==> src/rtl/mem_ctrl_pkg.sv <==
// Shared types and constants for the cache-to-main-memory controller.
// Provides block address/data types, the request type, the controller state
// encoding, the per-slot request payload and the port indices.
package mem_ctrl_pkg;

   localparam int unsigned N_PORTS      = 2;
   localparam int unsigned IC_PORT      = 0;
   localparam int unsigned DC_PORT      = 1;
   localparam int unsigned ADDR_W       = 29;
   localparam int unsigned DATA_W       = 64;
   localparam int unsigned RESP_TIMEOUT = 255;
   localparam int unsigned TO_CNT_W     = 8;

   typedef logic [ADDR_W-1:0] main_mem_block_addr_t;
   typedef logic [DATA_W-1:0] block_data_t;

   typedef enum logic {
      REQ_READ  = 1'b0,
      REQ_WRITE = 1'b1
   } req_type_t;

   // Controller states: IDLE, ISSUE, WAIT_RESP, RESPOND
   typedef logic [1:0] mem_ctrl_state_t;
   localparam mem_ctrl_state_t ST_IDLE      = 2'd0;
   localparam mem_ctrl_state_t ST_ISSUE     = 2'd1;
   localparam mem_ctrl_state_t ST_WAIT_RESP = 2'd2;
   localparam mem_ctrl_state_t ST_RESPOND   = 2'd3;

   // One buffered block request
   typedef struct packed {
      req_type_t            req_type;
      main_mem_block_addr_t addr;
      block_data_t          data;
   } slot_req_t;

endpackage

==> src/rtl/mem_ctrl_if.sv <==
// Bundle of the icache, dcache and main-memory handshake signals.
// slave  : the controller side (mem_ctrl).
// master : the environment side (caches + main memory).
interface mem_ctrl_if;
   import mem_ctrl_pkg::*;

   logic                 ic_req_valid;
   main_mem_block_addr_t ic_req_block_addr;
   logic                 ic_req_ready;
   logic                 ic_resp_valid;
   block_data_t          ic_resp_block_data;

   logic                 dc_req_valid;
   req_type_t            dc_req_type;
   main_mem_block_addr_t dc_req_block_addr;
   block_data_t          dc_req_block_data;
   logic                 dc_req_ready;
   logic                 dc_resp_valid;
   block_data_t          dc_resp_block_data;

   logic                 mm_req_valid;
   req_type_t            mm_req_type;
   main_mem_block_addr_t mm_req_block_addr;
   block_data_t          mm_req_block_data;
   logic                 mm_req_ready;
   logic                 mm_resp_valid;
   block_data_t          mm_resp_block_data;

   modport slave (
      input  ic_req_valid, ic_req_block_addr,
      output ic_req_ready, ic_resp_valid, ic_resp_block_data,
      input  dc_req_valid, dc_req_type, dc_req_block_addr, dc_req_block_data,
      output dc_req_ready, dc_resp_valid, dc_resp_block_data,
      output mm_req_valid, mm_req_type, mm_req_block_addr, mm_req_block_data,
      input  mm_req_ready, mm_resp_valid, mm_resp_block_data
   );

   modport master (
      output ic_req_valid, ic_req_block_addr,
      input  ic_req_ready, ic_resp_valid, ic_resp_block_data,
      output dc_req_valid, dc_req_type, dc_req_block_addr, dc_req_block_data,
      input  dc_req_ready, dc_resp_valid, dc_resp_block_data,
      input  mm_req_valid, mm_req_type, mm_req_block_addr, mm_req_block_data,
      output mm_req_ready, mm_resp_valid, mm_resp_block_data
   );

endinterface

==> src/rtl/mem_ctrl_slot.sv <==
// One-entry request holding register for a single cache port.
// Ports: clk, init (async active-high reset), set_i (load req_i),
//        clr_i (release entry), req_i (incoming request),
//        valid_o (entry occupied), req_o (held request).
module mem_ctrl_slot
   import mem_ctrl_pkg::*;
(
   input  logic      clk,
   input  logic      init,
   input  logic      set_i,
   input  logic      clr_i,
   input  slot_req_t req_i,
   output logic      valid_o,
   output slot_req_t req_o
);

   logic      valid_q;
   slot_req_t req_q;

   // set only happens on an empty slot and clr only on a full one
   always_ff @(posedge clk or posedge init) begin
      if (init) begin
         valid_q <= 1'b0;
         req_q   <= '0;
      end else if (set_i) begin
         valid_q <= 1'b1;
         req_q   <= req_i;
      end else if (clr_i) begin
         valid_q <= 1'b0;
      end
   end

   assign valid_o = valid_q;
   assign req_o   = req_q;

endmodule

==> src/rtl/mem_ctrl.sv <==
// Cache-to-main-memory controller: buffers one request per cache, grants
// icache first, runs one main-memory transaction at a time and returns the
// block to the requester as a single-cycle pulse.
// Ports: clk, init (async active-high reset), bus (mem_ctrl_if.slave:
//        icache/dcache request+response, main-memory request+response),
//        err_timeout (one-cycle pulse when a response is overdue).
module mem_ctrl
   import mem_ctrl_pkg::*;
(
   input  logic      clk,
   input  logic      init,
   mem_ctrl_if.slave bus,
   output logic      err_timeout
);

   localparam logic [TO_CNT_W-1:0] TO_LIMIT = TO_CNT_W'(RESP_TIMEOUT);
   localparam logic [TO_CNT_W-1:0] TO_MAX   = '1;

   logic      ic_set, dc_set, ic_clr, dc_clr, ic_valid, dc_valid;
   slot_req_t ic_new, dc_new, ic_slot, dc_slot;
   logic      ic_pend, dc_pend;
   slot_req_t ic_cur, dc_cur;

   mem_ctrl_state_t         state_q, state_d;
   logic                    grant_q, grant_d;      // 1 = dcache holds the grant
   slot_req_t               req_q, req_d;          // request presented to memory
   block_data_t             resp_buf_q, resp_buf_d;
   logic [TO_CNT_W-1:0]     cnt_q, cnt_d;
   logic                    err_q, err_d;
   logic                    mm_valid_q, mm_valid_d;
   logic                    ic_resp_q, ic_resp_d;
   logic                    dc_resp_q, dc_resp_d;
   logic                    mm_seen_q, mm_seen_d;  // memory addressed since reset

   // Incoming request payloads; icache only ever reads
   always_comb begin
      ic_new          = '0;
      ic_new.req_type = REQ_READ;
      ic_new.addr     = bus.ic_req_block_addr;
      dc_new.req_type = bus.dc_req_type;
      dc_new.addr     = bus.dc_req_block_addr;
      dc_new.data     = bus.dc_req_block_data;
   end

   assign ic_set = bus.ic_req_valid & ~ic_valid;
   assign dc_set = bus.dc_req_valid & ~dc_valid;

   mem_ctrl_slot u_ic_slot (
      .clk(clk), .init(init), .set_i(ic_set), .clr_i(ic_clr),
      .req_i(ic_new), .valid_o(ic_valid), .req_o(ic_slot)
   );

   mem_ctrl_slot u_dc_slot (
      .clk(clk), .init(init), .set_i(dc_set), .clr_i(dc_clr),
      .req_i(dc_new), .valid_o(dc_valid), .req_o(dc_slot)
   );

   // IDLE looks through the slot at a request arriving this cycle so the
   // memory request can go out on the very next cycle
   assign ic_pend = ic_valid | ic_set;
   assign dc_pend = dc_valid | dc_set;
   assign ic_cur  = ic_valid ? ic_slot : ic_new;
   assign dc_cur  = dc_valid ? dc_slot : dc_new;

   // Next state, grant, response buffer and timeout counter
   always_comb begin
      state_d    = state_q;
      grant_d    = grant_q;
      req_d      = req_q;
      resp_buf_d = resp_buf_q;
      cnt_d      = '0;
      mm_seen_d  = mm_seen_q;
      ic_clr     = 1'b0;
      dc_clr     = 1'b0;

      case (state_q)
         ST_IDLE: begin
            if (ic_pend) begin
               state_d = ST_ISSUE;
               grant_d = 1'b0;
               req_d   = ic_cur;
            end else if (dc_pend) begin
               state_d = ST_ISSUE;
               grant_d = 1'b1;
               req_d   = dc_cur;
            end
         end
         ST_ISSUE: begin
            if (bus.mm_req_ready) begin
               state_d   = ST_WAIT_RESP;
               mm_seen_d = 1'b1;
            end
         end
         ST_WAIT_RESP: begin
            if (bus.mm_resp_valid) begin
               state_d    = ST_RESPOND;
               resp_buf_d = (req_q.req_type == REQ_WRITE) ? req_q.data
                                                          : bus.mm_resp_block_data;
            end else begin
               cnt_d = (cnt_q == TO_MAX) ? cnt_q : cnt_q + TO_CNT_W'(1);
            end
         end
         ST_RESPOND: begin
            state_d = ST_IDLE;
            ic_clr  = ~grant_q;
            dc_clr  = grant_q;
         end
         default: state_d = ST_IDLE;
      endcase

      mm_valid_d = (state_d == ST_ISSUE);
      ic_resp_d  = (state_d == ST_RESPOND) & ~grant_d;
      dc_resp_d  = (state_d == ST_RESPOND) & grant_d;
      // fires only on the cycle the counter first reaches the limit
      err_d      = (state_q == ST_WAIT_RESP) && (state_d == ST_WAIT_RESP) &&
                   (cnt_d == TO_LIMIT) && (cnt_q != TO_LIMIT);
   end

   always_ff @(posedge clk or posedge init) begin
      if (init) begin
         state_q    <= ST_IDLE;
         grant_q    <= 1'b0;
         req_q      <= '0;
         resp_buf_q <= '0;
         cnt_q      <= '0;
         err_q      <= 1'b0;
         mm_valid_q <= 1'b0;
         ic_resp_q  <= 1'b0;
         dc_resp_q  <= 1'b0;
         mm_seen_q  <= 1'b0;
      end else begin
         state_q    <= state_d;
         grant_q    <= grant_d;
         req_q      <= req_d;
         resp_buf_q <= resp_buf_d;
         cnt_q      <= cnt_d;
         err_q      <= err_d;
         mm_valid_q <= mm_valid_d;
         ic_resp_q  <= ic_resp_d;
         dc_resp_q  <= dc_resp_d;
         mm_seen_q  <= mm_seen_d;
      end
   end

   assign bus.ic_req_ready       = ~ic_valid;
   assign bus.dc_req_ready       = ~dc_valid;
   assign bus.ic_resp_valid      = ic_resp_q;
   assign bus.dc_resp_valid      = dc_resp_q;
   assign bus.ic_resp_block_data = resp_buf_q;
   assign bus.dc_resp_block_data = resp_buf_q;
   assign bus.mm_req_valid       = mm_valid_q;
   assign bus.mm_req_type        = req_q.req_type;
   assign bus.mm_req_block_addr  = req_q.addr;
   assign bus.mm_req_block_data  = req_q.data;
   assign err_timeout            = err_q;

   // An icache request into a full slot would be lost
   assert property (@(posedge clk) disable iff (init)
      bus.ic_req_valid |-> !ic_valid)
      else $error("icache request dropped: slot occupied");

   // Stray memory response; leftovers from before a reset are tolerated
   assert property (@(posedge clk) disable iff (init)
      (bus.mm_resp_valid && mm_seen_q) |-> (state_q == ST_WAIT_RESP))
      else $error("main-memory response outside WAIT_RESP ignored");

endmodule

==> src/flat_wrapper.sv <==
// flat-port wrapper written by rule: the top's interface ports become plain ports
module mem_ctrl_flat import mem_ctrl_pkg::*;
  (clk, init, err_timeout, bus_ic_req_valid, bus_ic_req_block_addr, bus_ic_req_ready, bus_ic_resp_valid, bus_ic_resp_block_data, bus_dc_req_valid, bus_dc_req_type, bus_dc_req_block_addr, bus_dc_req_block_data, bus_dc_req_ready, bus_dc_resp_valid, bus_dc_resp_block_data, bus_mm_req_valid, bus_mm_req_type, bus_mm_req_block_addr, bus_mm_req_block_data, bus_mm_req_ready, bus_mm_resp_valid, bus_mm_resp_block_data);
  mem_ctrl_if bus_i ();
  input  logic clk;
  input  logic init;
  output logic err_timeout;
  input wire logic [$bits(bus_i.ic_req_valid)-1:0] bus_ic_req_valid;
  input wire logic [$bits(bus_i.ic_req_block_addr)-1:0] bus_ic_req_block_addr;
  output wire logic [$bits(bus_i.ic_req_ready)-1:0] bus_ic_req_ready;
  output wire logic [$bits(bus_i.ic_resp_valid)-1:0] bus_ic_resp_valid;
  output wire logic [$bits(bus_i.ic_resp_block_data)-1:0] bus_ic_resp_block_data;
  input wire logic [$bits(bus_i.dc_req_valid)-1:0] bus_dc_req_valid;
  input wire logic [$bits(bus_i.dc_req_type)-1:0] bus_dc_req_type;
  input wire logic [$bits(bus_i.dc_req_block_addr)-1:0] bus_dc_req_block_addr;
  input wire logic [$bits(bus_i.dc_req_block_data)-1:0] bus_dc_req_block_data;
  output wire logic [$bits(bus_i.dc_req_ready)-1:0] bus_dc_req_ready;
  output wire logic [$bits(bus_i.dc_resp_valid)-1:0] bus_dc_resp_valid;
  output wire logic [$bits(bus_i.dc_resp_block_data)-1:0] bus_dc_resp_block_data;
  output wire logic [$bits(bus_i.mm_req_valid)-1:0] bus_mm_req_valid;
  output wire logic [$bits(bus_i.mm_req_type)-1:0] bus_mm_req_type;
  output wire logic [$bits(bus_i.mm_req_block_addr)-1:0] bus_mm_req_block_addr;
  output wire logic [$bits(bus_i.mm_req_block_data)-1:0] bus_mm_req_block_data;
  input wire logic [$bits(bus_i.mm_req_ready)-1:0] bus_mm_req_ready;
  input wire logic [$bits(bus_i.mm_resp_valid)-1:0] bus_mm_resp_valid;
  input wire logic [$bits(bus_i.mm_resp_block_data)-1:0] bus_mm_resp_block_data;
  assign bus_i.ic_req_valid = bus_ic_req_valid;
  assign bus_i.ic_req_block_addr = bus_ic_req_block_addr;
  assign bus_ic_req_ready = bus_i.ic_req_ready;
  assign bus_ic_resp_valid = bus_i.ic_resp_valid;
  assign bus_ic_resp_block_data = bus_i.ic_resp_block_data;
  assign bus_i.dc_req_valid = bus_dc_req_valid;
  assign bus_i.dc_req_type = bus_dc_req_type;
  assign bus_i.dc_req_block_addr = bus_dc_req_block_addr;
  assign bus_i.dc_req_block_data = bus_dc_req_block_data;
  assign bus_dc_req_ready = bus_i.dc_req_ready;
  assign bus_dc_resp_valid = bus_i.dc_resp_valid;
  assign bus_dc_resp_block_data = bus_i.dc_resp_block_data;
  assign bus_mm_req_valid = bus_i.mm_req_valid;
  assign bus_mm_req_type = bus_i.mm_req_type;
  assign bus_mm_req_block_addr = bus_i.mm_req_block_addr;
  assign bus_mm_req_block_data = bus_i.mm_req_block_data;
  assign bus_i.mm_req_ready = bus_mm_req_ready;
  assign bus_i.mm_resp_valid = bus_mm_resp_valid;
  assign bus_i.mm_resp_block_data = bus_mm_resp_block_data;
  mem_ctrl u_core (.clk(clk), .init(init), .bus(bus_i), .err_timeout(err_timeout));
endmodule
==> config.mk <==
export PLATFORM = sky130hd
export DESIGN_NAME = mem_ctrl_flat
export DESIGN_NICKNAME = d
export VERILOG_FILES = /design/src/rtl/mem_ctrl_pkg.sv /design/src/rtl/mem_ctrl_if.sv /design/src/rtl/mem_ctrl_slot.sv /design/src/rtl/mem_ctrl.sv /design/src/flat_wrapper.sv
export SDC_FILE = /design/constraint.sdc
export NUM_CORES = 1
export LEC_CHECK = 0
export ABC_AREA = 1
export ABC_CLOCK_PERIOD_IN_PS = 8640
export CELL_PAD_IN_SITES_DETAIL_PLACEMENT = 0
export CELL_PAD_IN_SITES_GLOBAL_PLACEMENT = 1
export CORE_ASPECT_RATIO = 0.75
export CORE_MARGIN = 2
export CORE_UTILIZATION = 32
export DETAILED_ROUTE_END_ITERATION = 16
export GPL_ROUTABILITY_DRIVEN = 0
export PLACE_DENSITY = 0.78
export SYNTH_ARGS = -nofsm -noshare
export SYNTH_HDL_FRONTEND = slang
export SYNTH_SLANG_ARGS = --single-unit
==> constraint.sdc <==
create_clock -name clk -period 8.64 [get_ports clk]
set_input_delay 0.864 -clock clk [delete_from_list [all_inputs] [get_ports clk]]
set_output_delay 0.864 -clock clk [all_outputs]
set_load 0.01 [all_outputs]
# --- After elaboration in Yosys (flattened, before gate mapping) ---
# Cells that the tools add are included.
totals:
  reg_bits: 298
  in_bits: 193
  out_inout_bits: 228
  word_cells: 68
op_classes:
  addsub: 1
  eq_ne: 9
  n_mux: 22
  n_bitwise: 10
  reduce_logical: 9
ops:
  columns: ["cell", "n"]
  rows:
  - ["94-bit 2-to-1 mux", 3]
  - ["93-bit 2-to-1 mux", 1]
  - ["64-bit 2-to-1 mux", 1]
  - ["8-bit 2-to-1 mux", 3]
  - ["8-bit == test, second input constant", 2]
  - ["1-bit 2-to-1 mux", 9]
  - ["8-bit by 1-bit adder with 8-bit output, second input constant", 1]
  - ["2-bit == test, second input constant", 4]
  - ["2-bit 2-to-1 mux", 4]
  - ["8-bit inequality test, second input constant", 1]
  - ["2-bit case mux with 4 select lines", 1]
  - ["2-bit nonzero test", 3]
  - ["1-bit bitwise AND", 4]
  - ["2-bit by 1-bit == test with 1-bit output, second input constant", 2]
  - ["1-bit NOT", 4]
  - ["2-bit AND reduction", 2]
  - ["1-bit logical AND", 3]
  - ["2-bit logical NOT", 1]
  - ["1-bit bitwise OR", 2]

# --- Longest topological paths before layout ---
# Gate-level depths: netlist of the first run.
logic_depth:
  depth_word: 10
  ltp_mapped: 11
  mapped_depth_nobuf: 10

# --- Hierarchy ---
# A second synthesis of the first run with hierarchy kept.
unflattened:
  cells_unflattened: 1964
  hier_area_um2: 16814.9
by_module_without_submodules:
  columns: ["module", "n_inst", "cells_per_inst", "area_each_um2", "seq_area_each_um2"]
  rows:
  - ["mem_ctrl", 1, 1158, 9587.9, 4329.2]
  - ["mem_ctrl_slot", 2, 403, 3613.5, 2377.3]

# --- Least setup slack after synthesis of the first run ---
# Ideal clock, no wire load.
synth_timing:
  path_kind: "reg2out"
  from: "register u_core.u_dc_slot.valid_q (netlist: u_core.u_dc_slot.valid_o)"
  to: "output bus_dc_req_ready"
  arrival_time_ns: 0.886
  required_time_ns: 7.776
  slack_ns: 6.890
  stages_incl_launch_ff: 5
  cell_sequence: "dfrtp_1 buf_6 inv_2 buf_2 buf_2"
synth_between:
  elab_chain_cells: 1
synth_rtl:
  columns: ["element", "line", "text"]
  rows:
  - ["start: declaration", "mem_ctrl_slot.sv:17", "logic valid_q;"]
  - ["start signal: assignment", "mem_ctrl_slot.sv:23", "valid_q <= 1'b0;"]
  - ["start signal: assignment", "mem_ctrl_slot.sv:26", "valid_q <= 1'b1;"]
  - ["start signal: assignment", "mem_ctrl_slot.sv:29", "valid_q <= 1'b0;"]
  - ["1-bit NOT", "mem_ctrl.sv:146", "assign bus.dc_req_ready = ~dc_valid;"]
  - ["end: declaration", "flat_wrapper.sv:17", "output wire logic [$bits(bus_i.dc_req_ready)-1:0] bus_dc_req_ready;"]
# Every way passes these cells.

# --- Worst setup path after layout of the first run ---
layout_timing:
  from: "input bus_ic_req_valid"
  to: "register u_core.req_q, in the netlist u_core.bus.mm_req_block_data[50]"
layout_between:
  elab_chain_cells: 4
  word_cells_on_any_way: 5
  classes_between: "mux: 1; bitwise: 2; reduce/logical: 2"
layout_rtl:
  columns: ["element", "line", "text"]
  rows:
  - ["start: declaration", "flat_wrapper.sv:8", "input wire logic [$bits(bus_i.ic_req_valid)-1:0] bus_ic_req_valid;"]
  - ["1-bit bitwise AND *", "mem_ctrl.sv:45", "assign ic_set = bus.ic_req_valid & ~ic_valid;"]
  - ["1-bit bitwise OR *", "mem_ctrl.sv:60", "assign ic_pend = ic_valid | ic_set;"]
  - ["2-bit nonzero test (no line)", null, null]
  - ["2-bit AND reduction (no line)", null, null]
  - ["end signal: assignment", "mem_ctrl.sv:134", "req_q <= req_d;"]
  - ["end: declaration", "mem_ctrl.sv:26", "slot_req_t req_q, req_d;"]
# Mark *: on every way between the ends. The rest lies on a longest branch, timed or not.
# A chain may end at the register's enable or synchronous reset.

==> metrics.md, run 1 <==
| Metric | Value |
|---|---|
| Status | `finished clean` |
| Final-stage net count | `about 2000` |
| # DRC | `0` |
| Max clock buf depth | `3` |
| Crit. End Element | `flip-flop` |
| Worst Path Arrival | `between 3 and 4 ns` |
| Syn Area/Cell | `around 9.3 um2` |
| Worst-Margin Slew | `1.26 ns` |
| Design area | `19100 um2` |
| Hold Fails Final Rpt | `0` |
| Clock skew | `about 0.014 ns` |
| Clock power frac | `21.9%` |
| Distinct cell type count after synthesis | `31` |
| Gr usage total | `19.5%` |
| Comb power frac | `around two fifths` |
| Core area | `roughly 43000 um2` |
| Synth async-reset ratio | `100%` |
| Pint | `roughly 4.2 mW` |
| Hpwl dp | `approximately 31000 um` |
| Fin Setup TNS | `0 ns` |
| Slew Viols, Final | `0` |
| Primary FF master, synth | `dfrtp_1` |
| Post-cts gate resize count | `0` |
| Pre-antenna DRT Iters | `5` |
| Starting DRT DRC Count | `734` |
| Leading area contributor after synthesis | `dfrtp_1` |
| Grt ovf | `0` |
| CTS Buf Count | `34` |
| Mapped Nets | `~1700` |
| Routed WL | `44300 um` |
| Placed Cells incl. Taps | `between 2000 and 2500` |
| Via-per-instance ratio | `approximately 4.7` |
| Crit start category | `input pin` |
| Routed length per placed instance | `between 15 and 20 um` |
| Setup bufs post-CTS | `0` |
| Vias in the first global route | `roughly 11000` |
| H-tree depth | `2` |
| RSZ-0062 raised after global routing | `no` |
| Fin Hold WS | `0.482 ns` |
| DIE WIDTH | `roughly 240 um` |
| Initial antenna violation count | `9` |
| Routed vias | `between 10000 and 15000` |
| CP Class | `input pin to flip-flop` |
| Pwr Density | `349 nW/um2` |
| Sw Pwr | `2.40 mW` |
| Port Buffer Count | `420` |
| HP Class | `flip-flop to flip-flop` |
| DP Worst Slack | `~4.8 ns` |
| Ranking of synthesized cells by area | `dfrtp_1, o21ai_0, nand2_1` |
| Initial Util | `32.2%` |
| Die area | `between 40000 and 50000 um2` |
| Final Util | `between 40% and 50%` |
| Post-Synthesis Cells | `around 1500` |
| Layout cells sized above 1 | `about a tenth` |
| Internal reg-to-reg setup slack | `approximately 5.5 ns` |
| Tmin final | `between 3 and 4 ns` |
| Hold_buf cts | `0` |
| Placed Area | `roughly 18000 um2` |
| Non-Filler Instances | `approximately 2400` |
| WP data required | `9.05 ns` |
| Slew margin rel. | `15.8%` |
| Number of synthesized flops with an enable pin | `0` |
| Final setup fails | `0` |
| Sequential Power Share | `37.0%` |
| CTS sink count | `roughly 300` |
| Final period utilization | `between 30 and 40%` |
| CP Max Fanout | `120` |
| Root Buffer | `clkbuf_16` |
| Cell area after synthesis | `13900 um2` |
| IR Drop Worst-Case VDD | `around 0.17 mV` |
| Max Clk Rate | `between 200 and 300 MHz` |
| Global-route wire length before repair | `just under 70000 um` |
| Synthesis-stage register bit count | `298` |
| Static leakage | `approximately 7.9 nW` |
| Setup slack after layout | `around 5.3 ns` |
| Tot Pwr | `approximately 6.6 mW` |
| Yosys Warn Count | `0` |
| Number of max-cap violations | `0` |
| Routed Antenna Nets | `0` |
| Synth top area share | `53.8%` |
| Largest net degree at the start of global routing | `about 150` |
| Ports | `about 420` |
| CTS tree | `built` |
| FP Rows | `66` |
| Clock transition at path regs | `0.06 ns` |
| Sw frac | `roughly 36%` |
| Clk_lat worst skew | `~0.52 ns` |
| Register area share after synthesis | `a little over half` |
| Layout Area Growth over Synthesis | `37.5%` |
| Die Ht | `184 um` |
power by group through the flow:
stage          Clock, mW  Combinational, mW  Sequential (mW)
6_report            1.46               2.73             2.46
5_1_grt             1.56               3.00             2.54
4_1_cts             1.50               2.76             2.46
3_5_place_dp           0               2.76             2.48
3_3_place_gp           0               2.71             2.46
2_1_floorplan          0               1.55             2.47
cell usage in the layout (no fill, tap or decap), drive strengths merged:
cell	instances
mux2	88
nand3	10
nor2	119
a211oi	1
dfrtp	298
a21oi	33
ha	1
nand3b	2
a22oi	23
diode	9
o21ai	255
a31oi	24
clkbuf	47
clkdlybuf4s50	420
o22ai	1
bufinv	2
o31ai	65
nand2	273
o211ai	2
clkinv	9
o21bai	1
clkinvlp	3
buf	12
inv	122
a41oi	6
cell usage after synthesis, types with 7 or more instances:
| library cell | instances |
|---|---|
| buf_6 | 9 |
| o31ai_1 | 61 |
| buf_2 | 44 |
| nand3_1 | 9 |
| buf_4 | 67 |
| clkbuf_1 | 41 |
| a21oi_1 | 33 |
| nand2_1 | 269 |
| dfrtp_1 | 298 |
| a22oi_1 | 23 |
| nor2_1 | 113 |
| mux2_2 | 88 |
| o21ai_0 | 248 |
| a31oi_1 | 24 |
| inv_1 | 119 |
| o21ai_1 | 7 |
final timing paths:
| kind | start | endpoint | depth (start not counted) |
|---|---|---|---|
| worst max-delay path | bus_ic_req_valid | u_core.bus.mm_req_block_data[50] | 8 |
| worst min-delay path | u_core.u_dc_slot.req_o[85] | u_core.u_dc_slot.req_o[85] | 2 |
| worst max register to register | u_core.u_ic_slot.valid_o | u_core.bus.mm_req_block_data[50] | 8 |
| worst min register to register | u_core.u_dc_slot.req_o[85] | u_core.u_dc_slot.req_o[85] | 2 |
| max in group asynchronous | init | u_core.u_dc_slot.valid_o | 4 |
| min in group asynchronous | init | u_core.u_ic_slot.req_o[82] | 2 |
final cells by class:
cell class	instances	area, um2
clock inverters	12	115
inverters	124	470
well taps	578	723
flip-flops and latches	298	7460
clock buffers	47	1000
fillers	4078	24000
diodes	9	22.5
multi-input cells	904	4960
repair buffers	432	4310
routing by layer:
layer,global-route usage (%),up-vias,wire (um)
met3,4.03,68,2180
li1,-,5518,-
met5,0,-,24
met4,7.78,4,1240
met2,30.6,259,21100
met1,26.3,5504,19700
sequential cells by signal, indices dropped and copies added (netlist names):
name / cells
u_core.bus.mm_req_valid: 1
u_core.bus.dc_resp_valid: 1
u_core.u_dc_slot.valid_o: 1
u_core.bus.mm_req_block_addr: 29
u_core.bus.ic_resp_valid: 1
u_core.cnt_q: 8
u_core.bus.dc_resp_block_data: 64
u_core.u_dc_slot.req_o: 94
u_core.err_timeout: 1
u_core.grant_q: 1
u_core.u_ic_slot.valid_o: 1
u_core.state_q: 2
u_core.bus.mm_req_type: 1
u_core.bus.mm_req_block_data: 64
u_core.u_ic_slot.req_o: 29
critical path, cell delays in order:
cell	delay, ns
clkdlybuf4s50_1	0.46
nor2_4	0.11
buf_4	0.59
nand2_1	0.20
nand2_4	0.21
buf_4	0.90
nand2_1	0.13
o31ai_1	0.12
kinds of logic (layout without fill, tap and decap cells):
group | count (synthesis) | in the layout | share of synthesized area [%]
DFF | 298 | 298 | 53.8
AOI/OAI and AO/OA | 411 | 411 | 17.0
adders and majority gates | 1 | 1 | 0.0902
buffers and inverters | 288 | 615 | 10.5
other | 0 | 9 | 0
and+or+nand+nor | 404 | 404 | 11.4
muxes | 88 | 88 | 7.15
Note: power is estimated with default switching activity, not from simulation.
==> run 2: changes to the inputs <==
--- a/config.mk
+++ b/config.mk
@@ -6,15 +6,15 @@
 export NUM_CORES = 1
 export LEC_CHECK = 0
 export ABC_AREA = 1
-export ABC_CLOCK_PERIOD_IN_PS = 8640
+export ABC_CLOCK_PERIOD_IN_PS = 3400
 export CELL_PAD_IN_SITES_DETAIL_PLACEMENT = 0
 export CELL_PAD_IN_SITES_GLOBAL_PLACEMENT = 1
 export CORE_ASPECT_RATIO = 0.75
 export CORE_MARGIN = 2
-export CORE_UTILIZATION = 32
+export CORE_UTILIZATION = 35
 export DETAILED_ROUTE_END_ITERATION = 16
 export GPL_ROUTABILITY_DRIVEN = 0
-export PLACE_DENSITY = 0.78
+export PLACE_DENSITY = 0.81
 export SYNTH_ARGS = -nofsm -noshare
 export SYNTH_HDL_FRONTEND = slang
 export SYNTH_SLANG_ARGS = --single-unit
==> constraint.sdc (replaced) <==
create_clock -name clk -period 3.4 [get_ports clk]
set_input_delay 0.34 -clock clk [delete_from_list [all_inputs] [get_ports clk]]
set_output_delay 0.34 -clock clk [all_outputs]
set_load 0.01 [all_outputs]
==> metrics.md, run 2 (synthesis results as in run 1) <==
| Metric | Value |
|---|---|
| FP Rows | `63 (-4.5%)` |
| Vias in the first global route | `10976 (-1.1%)` |
| CTS tree | `built` |
| Max clock buf depth | `3 (unchanged)` |
| # DRC | `0 (unchanged)` |
| Final period utilization | `71.3%` |
| Layout Area Growth over Synthesis | `37.7%` |
| Global-route wire length before repair | `65000 um (-4.4%)` |
| RSZ-0062 raised after global routing | `no` |
| Via-per-instance ratio | `4.83 (+2.2%)` |
| CTS sink count | `298 (unchanged)` |
| Core area | `39300 um2 (-8.8%)` |
| Delay-heaviest family, CP | `flip-flops` |
| Final Util | `48.6% (+4.3 points)` |
| Grt ovf | `0 (unchanged)` |
| IR Drop Worst-Case VDD | `0.411 mV (+140%)` |
| Largest net degree at the start of global routing | `107 (-28%)` |
| Pwr Density | `878 nW/um2 (+150%)` |
| Slew margin rel. | `27.0% (+11 points)` |
| Crit start category | `flip-flop` |
| Worst Path Buf+Inv | `1 (-2)` |
| Static leakage | `7.96 nW (+0.81%)` |
| Slew Viols, Final | `0 (unchanged)` |
| Port Buffer Count | `420 (unchanged)` |
| Die area | `41200 um2 (-8.4%)` |
| Worst Path Arrival | `2.08 ns (-1.67 ns)` |
| CP Max Fanout | `57 (-53%)` |
| CTS Buf Count | `31 (-8.8%)` |
| DIE WIDTH | `234 um (-4.3%)` |
| Hpwl dp | `29800 um (-4.4%)` |
| Crit path cell chain | `clkdlybuf4s50_1` |
| Pre-antenna DRT Iters | `5 (unchanged)` |
| Routed WL | `42500 um (-4.0%)` |
| Max Clk Rate | `just over 400 MHz` |
| R2R cell count | `5 (-3)` |
| Number of flip-flops under the largest register name | `94 (unchanged)` |
| Layout cells sized above 1 | `10.2% (+0.51 points)` |
| Routed vias | `11339 (-0.12%)` |
| Setup bufs post-CTS | `0 (unchanged)` |
| Root Buffer | `clkbuf_16` |
| Internal reg-to-reg setup slack | `1.22 ns (-4.23 ns)` |
| Post-cts gate resize count | `0 (unchanged)` |
| DP Worst Slack | `1.04 ns (-3.73 ns)` |
| Routed length per placed instance | `18.1 um (-1.8%)` |
| Reg2reg start | `u_core.u_dc_slot.valid_o` |
| Initial Util | `35.3% (+3.1 points)` |
| Fin Hold WS | `0.184 ns (-0.298 ns)` |
| Hold_buf cts | `0 (unchanged)` |
| WP data required | `3.06 ns (-5.99 ns)` |
| HP Class | `input pin to asynchronous set/reset pin` |
| Status | `finished clean` |
| Starting DRT DRC Count | `916 (+25%)` |
| Die Ht | `176 um (-4.3%)` |
| Slowest stage delay, CP | `0.86 ns (-0.04 ns)` |
| Critical path launch point | `u_core.bus.mm_req_type` |
| Ports | `421 (unchanged)` |
| Routed Antenna Nets | `0 (unchanged)` |
| Slowest CP cell | `dfrtp_4` |
| Tmin final | `2.42 ns` |
| Number of max-cap violations | `0 (unchanged)` |
| Placed Area | `18000 um2 (+0.55%)` |
| Crit. End Element | `primary output` |
| # fillers | `3703 (-9.2%)` |
| Clock transition at path regs | `0.06 ns (about the same)` |
| Clock skew | `0.00827 ns (-0.00622 ns)` |
| Gr usage total | `20.2% (+0.76 points)` |
| Hold Fails Final Rpt | `0 (unchanged)` |
| Final setup fails | `0 (unchanged)` |
| CP Class | `flip-flop to primary output` |
| Worst reg2reg endpoint | `u_core.bus.mm_req_block_addr[24]` |
| Most frequent cells in the layout | `clkdlybuf4s50_1, dfrtp_1, nand2_1, o21ai_0, inv_1` |
| Clk_lat worst skew | `0.56 ns (+0.04 ns)` |
| H-tree depth | `1 (-1)` |
| Worst-Margin Slew | `1.10 ns (-0.168 ns)` |
| Setup slack after layout | `0.976 ns (-4.32 ns)` |
| Final-stage net count | `1999 (+0.55%)` |
| Design area | `19100 um2 (+0.15%)` |
| Commonest non-fill, non-tap cell in the layout | `clkdlybuf4s50_1` |
| Initial antenna violation count | `6 (-3)` |
-- run 2: changes by cell type in the layout (fill, tap and decap cells not counted), sizes merged, moves of 2 or more --
cell      delta
diode        -3
clkinvlp     -2
clkbuf       -4
clkinv       -4
bufinv       +2
buf         +14
-- run 2: layer usage --
| layer | share of wire [%] | GRT usage (%) | wire length (um) |
|---|---|---|---|
| met5 | 0 | 0 | 0 |
| met4 | 3.1 | 7.28 | 1320 |
| met3 | 4.1 | 3.34 | 1740 |
| met2 | 48 | 32.5 | 20500 |
| met1 | 45 | 27.6 | 19000 |
-- run 2: area by class of cell --
| type | count | area [um2] | share of cell area, % |
|---|---|---|---|
| clock inverter | 9 | 145 | 0.760 |
| inverter | 124 | 472 | 2.47 |
| sequential | 298 | 7460 | 39.1 |
| antenna | 6 | 15.0 | 0.0786 |
| tap | 520 | 651 | 3.41 |
| clock buffer | 43 | 911 | 4.77 |
| timing repair buffer | 446 | 4470 | 23.4 |
| multi-input combinational | 904 | 4960 | 26.0 |
-- run 2: where the power goes --
group          internal, mW  switching [mW]  leakage (nW)
clock network          2.15            1.42         0.526
logic                  3.52            3.40          3.71
registers              5.10            1.18          3.73
total                  10.8            6.00          7.96
-- run 2: worst max-delay path by stage --
stage,slack (ns),endpoint,cells after the start
2_1_floorplan,-0.90,u_core.bus.dc_resp_block_data[0],1
3_3_place_gp,1.04,u_core.bus.mm_req_block_data[48],6
3_5_place_dp,1.04,u_core.u_dc_slot.req_o[25],4
4_1_cts,0.93,bus_mm_req_type,1
5_1_grt,0.87,bus_mm_req_type,1
6_report,0.98,bus_mm_req_type,1
-- run 2: stage by stage --
| stage | total power, mW | setup TNS (ns) | std cells |
|---|---|---|---|
| 2_1_floorplan | 10.2 | -267.93 | 1490 |
| 3_3_place_gp | 13.1 | 0 | 2292 |
| 3_5_place_dp | 13.3 | 0 | 2292 |
| 4_1_cts | 16.9 | 0 | 2344 |
| 5_1_grt | 17.9 | 0 | 2350 |
| 6_report | 16.8 | 0 | 2350 |
==> run 3: changes to the inputs <==
--- a/config.mk
+++ b/config.mk
@@ -6,15 +6,15 @@
 export NUM_CORES = 1
 export LEC_CHECK = 0
 export ABC_AREA = 1
-export ABC_CLOCK_PERIOD_IN_PS = 3400
+export ABC_CLOCK_PERIOD_IN_PS = 2100
 export CELL_PAD_IN_SITES_DETAIL_PLACEMENT = 0
 export CELL_PAD_IN_SITES_GLOBAL_PLACEMENT = 1
 export CORE_ASPECT_RATIO = 0.75
 export CORE_MARGIN = 2
-export CORE_UTILIZATION = 35
+export CORE_UTILIZATION = 32
 export DETAILED_ROUTE_END_ITERATION = 16
 export GPL_ROUTABILITY_DRIVEN = 0
-export PLACE_DENSITY = 0.81
+export PLACE_DENSITY = 0.78
 export SYNTH_ARGS = -nofsm -noshare
 export SYNTH_HDL_FRONTEND = slang
 export SYNTH_SLANG_ARGS = --single-unit
==> constraint.sdc (replaced) <==
create_clock -name clk -period 2.1 [get_ports clk]
set_input_delay 0.21 -clock clk [delete_from_list [all_inputs] [get_ports clk]]
set_output_delay 0.21 -clock clk [all_outputs]
set_load 0.01 [all_outputs]
==> metrics.md, run 3 (synthesis results as in run 1) <==
| Metric | Value |
|---|---|
| Core area | `43000 um2 (+9.6%)` |
| Setup slack after layout | `0.0755 ns (-0.900 ns)` |
| Placed Cells incl. Taps | `2362 (+3.1%)` |
| Slew margin rel. | `39.7% (+13 points)` |
| Pwr Density | `1420 nW/um2 (+62%)` |
| Max clock buf depth | `3 (unchanged)` |
| CP Class | `flip-flop to primary output` |
| Static leakage | `8.08 nW (+1.5%)` |
| CTS sink count | `298 (unchanged)` |
| Slowest stage delay, CP | `0.66 ns (-0.20 ns)` |
| Largest net degree at the start of global routing | `73 (-32%)` |
| Routed vias | `11526 (+1.6%)` |
| HP Class | `input pin to flip-flop` |
| Crit start category | `flip-flop` |
| Vias in the first global route | `11244 (+2.4%)` |
| Routed WL | `44500 um (+4.8%)` |
| Most frequent cells in the layout | `clkdlybuf4s50_1, dfrtp_1, nand2_1, o21ai_0, inv_1` |
| Global-route wire length before repair | `68100 um (+4.8%)` |
| Root Buffer | `clkbuf_16` |
| Worst Path Arrival | `1.81 ns (-0.27 ns)` |
| Hpwl dp | `32500 um (+9.1%)` |
| DP Worst Slack | `0.245 ns (-0.799 ns)` |
| Die Ht | `184 um (+4.5%)` |
| Crit. End Element | `primary output` |
| Via-per-instance ratio | `4.75 (-1.5%)` |
| Grt ovf | `0 (unchanged)` |
| Worst-Margin Slew | `0.905 ns (-0.191 ns)` |
| Port Buffer Count | `420 (unchanged)` |
| Worst Path Buf+Inv | `1 (unchanged)` |
| Fin Setup TNS | `0 ns (unchanged)` |
| Pre-antenna DRT Iters | `6 (+1)` |
| Final-stage net count | `2015 (+0.80%)` |
| Critical path launch point | `u_core.bus.mm_req_type` |
| Reg2reg start | `u_core.u_dc_slot.valid_o` |
| IR Drop Worst-Case VDD | `0.805 mV (+96%)` |
| Crit path cell chain | `clkdlybuf4s50_1` |
| CTS tree | `built` |
| FP Rows | `66 (+4.8%)` |
| # DRC | `0 (unchanged)` |
| Starting DRT DRC Count | `716 (-22%)` |
| Status | `finished clean` |
| Clock skew | `0.0153 ns (+0.00699 ns)` |
| Hold_sp | `bus_ic_req_block_addr[9]` |
| Delay-heaviest family, CP | `flip-flops` |
| Hold Fails Final Rpt | `0 (unchanged)` |
| CTS Buf Count | `34 (+9.7%)` |
| Layout cells sized above 1 | `10.9% (+0.68 points)` |
| CP Max Fanout | `36 (-37%)` |
| Initial Util | `32.2% (-3.1 points)` |
| Non-Filler Instances | `2424 (+3.1%)` |
| RSZ-0062 raised after global routing | `no` |
| Layout Area Growth over Synthesis | `40.2%` |
| Final setup fails | `0 (unchanged)` |
| Commonest non-fill, non-tap cell in the layout | `clkdlybuf4s50_1` |
| DIE WIDTH | `244 um (+4.5%)` |
| Gr usage total | `19.4% (-0.84 points)` |
| Die area | `45000 um2 (+9.2%)` |
| Clk_lat worst skew | `0.51 ns (-0.05 ns)` |
| Clock transition at path regs | `0.06 ns (about the same)` |
| Ports | `421 (unchanged)` |
| Slowest CP cell | `dfrtp_4` |
| Routed Antenna Nets | `0 (unchanged)` |
| Routed length per placed instance | `18.4 um (+1.6%)` |
| WP data required | `1.89 ns (-1.17 ns)` |
| Initial antenna violation count | `9 (+3)` |
| Number of flip-flops under the largest register name | `94 (unchanged)` |
| Slew Viols, Final | `0 (unchanged)` |
| Number of max-cap violations | `0 (unchanged)` |
| H-tree depth | `2 (+1)` |
| Final period utilization | `between 90% and 100%` |
| Tmin final | `approximately 2.0 ns` |
| Max Clk Rate | `494 MHz` |
==> run 3: metal layers <==
metal	global-route usage, %	share of wire (%)	up-vias
li1	-	-	5586
met1	26.6	45	5610
met2	31.6	49	267
met3	3.22	4.2	59
met4	5.83	1.9	4
met5	0	0.067	-
==> run 3: power by group <==
group,internal [mW],switching [mW],total [mW]
Clock,3.55,2.36,5.91
Sequential,8.26,1.89,10.1
Combinational,5.94,5.62,11.6
==> run 3: worst min-delay path, stage by stage <==
cell	delay, ns
clkdlybuf4s50_1	0.39
nand2_1	0.09
nand2_1	0.05
==> run 3: worst paths after layout <==
check | cells after the start | to | slack, ns
hold / removal | 3 | u_core.u_ic_slot.req_o[73] | 0.27
max in group asynchronous | 5 | u_core.bus.dc_resp_block_data[4] | 0.74
hold reg to reg | 2 | u_core.u_dc_slot.req_o[87] | 0.48
setup / recovery | 1 | bus_mm_req_type | 0.08
setup reg to reg | 4 | u_core.u_dc_slot.req_o[0] | 0.43
min in group asynchronous | 3 | u_core.bus.mm_req_block_data[62] | 0.58
==> run 3: per-stage QoR <==
stage,util (%),power [mW],hold slack [ns],instance area (um2)
2_1_floorplan,-,16.5,0.345,13900
3_3_place_gp,42.6,21.6,0.461,18300
3_5_place_dp,42.6,21.9,0.468,18300
4_1_cts,45.1,28.0,0.244,19400
5_1_grt,45.2,29.5,0.282,19400
6_report,45.2,27.6,0.272,19400
==> run 3: cell type report <==
type	instances	area, um2
repair buffers	459	4700
diodes	7	17.5
flip-flops and latches	298	7460
clock buffers	47	1000
inverters	124	470
multi-input cells	904	4960
fillers	4081	23600
well taps	578	723
clock inverters	7	91.3
==> run 3: timing repair <==
action                                 in CTS  in global routing
resized for setup                           0                  1
setup endpoints to repair                   0                  1
buffers inserted                            0                  0
hold buffers                                1                  0
endpoints found under the hold margin       5                  0
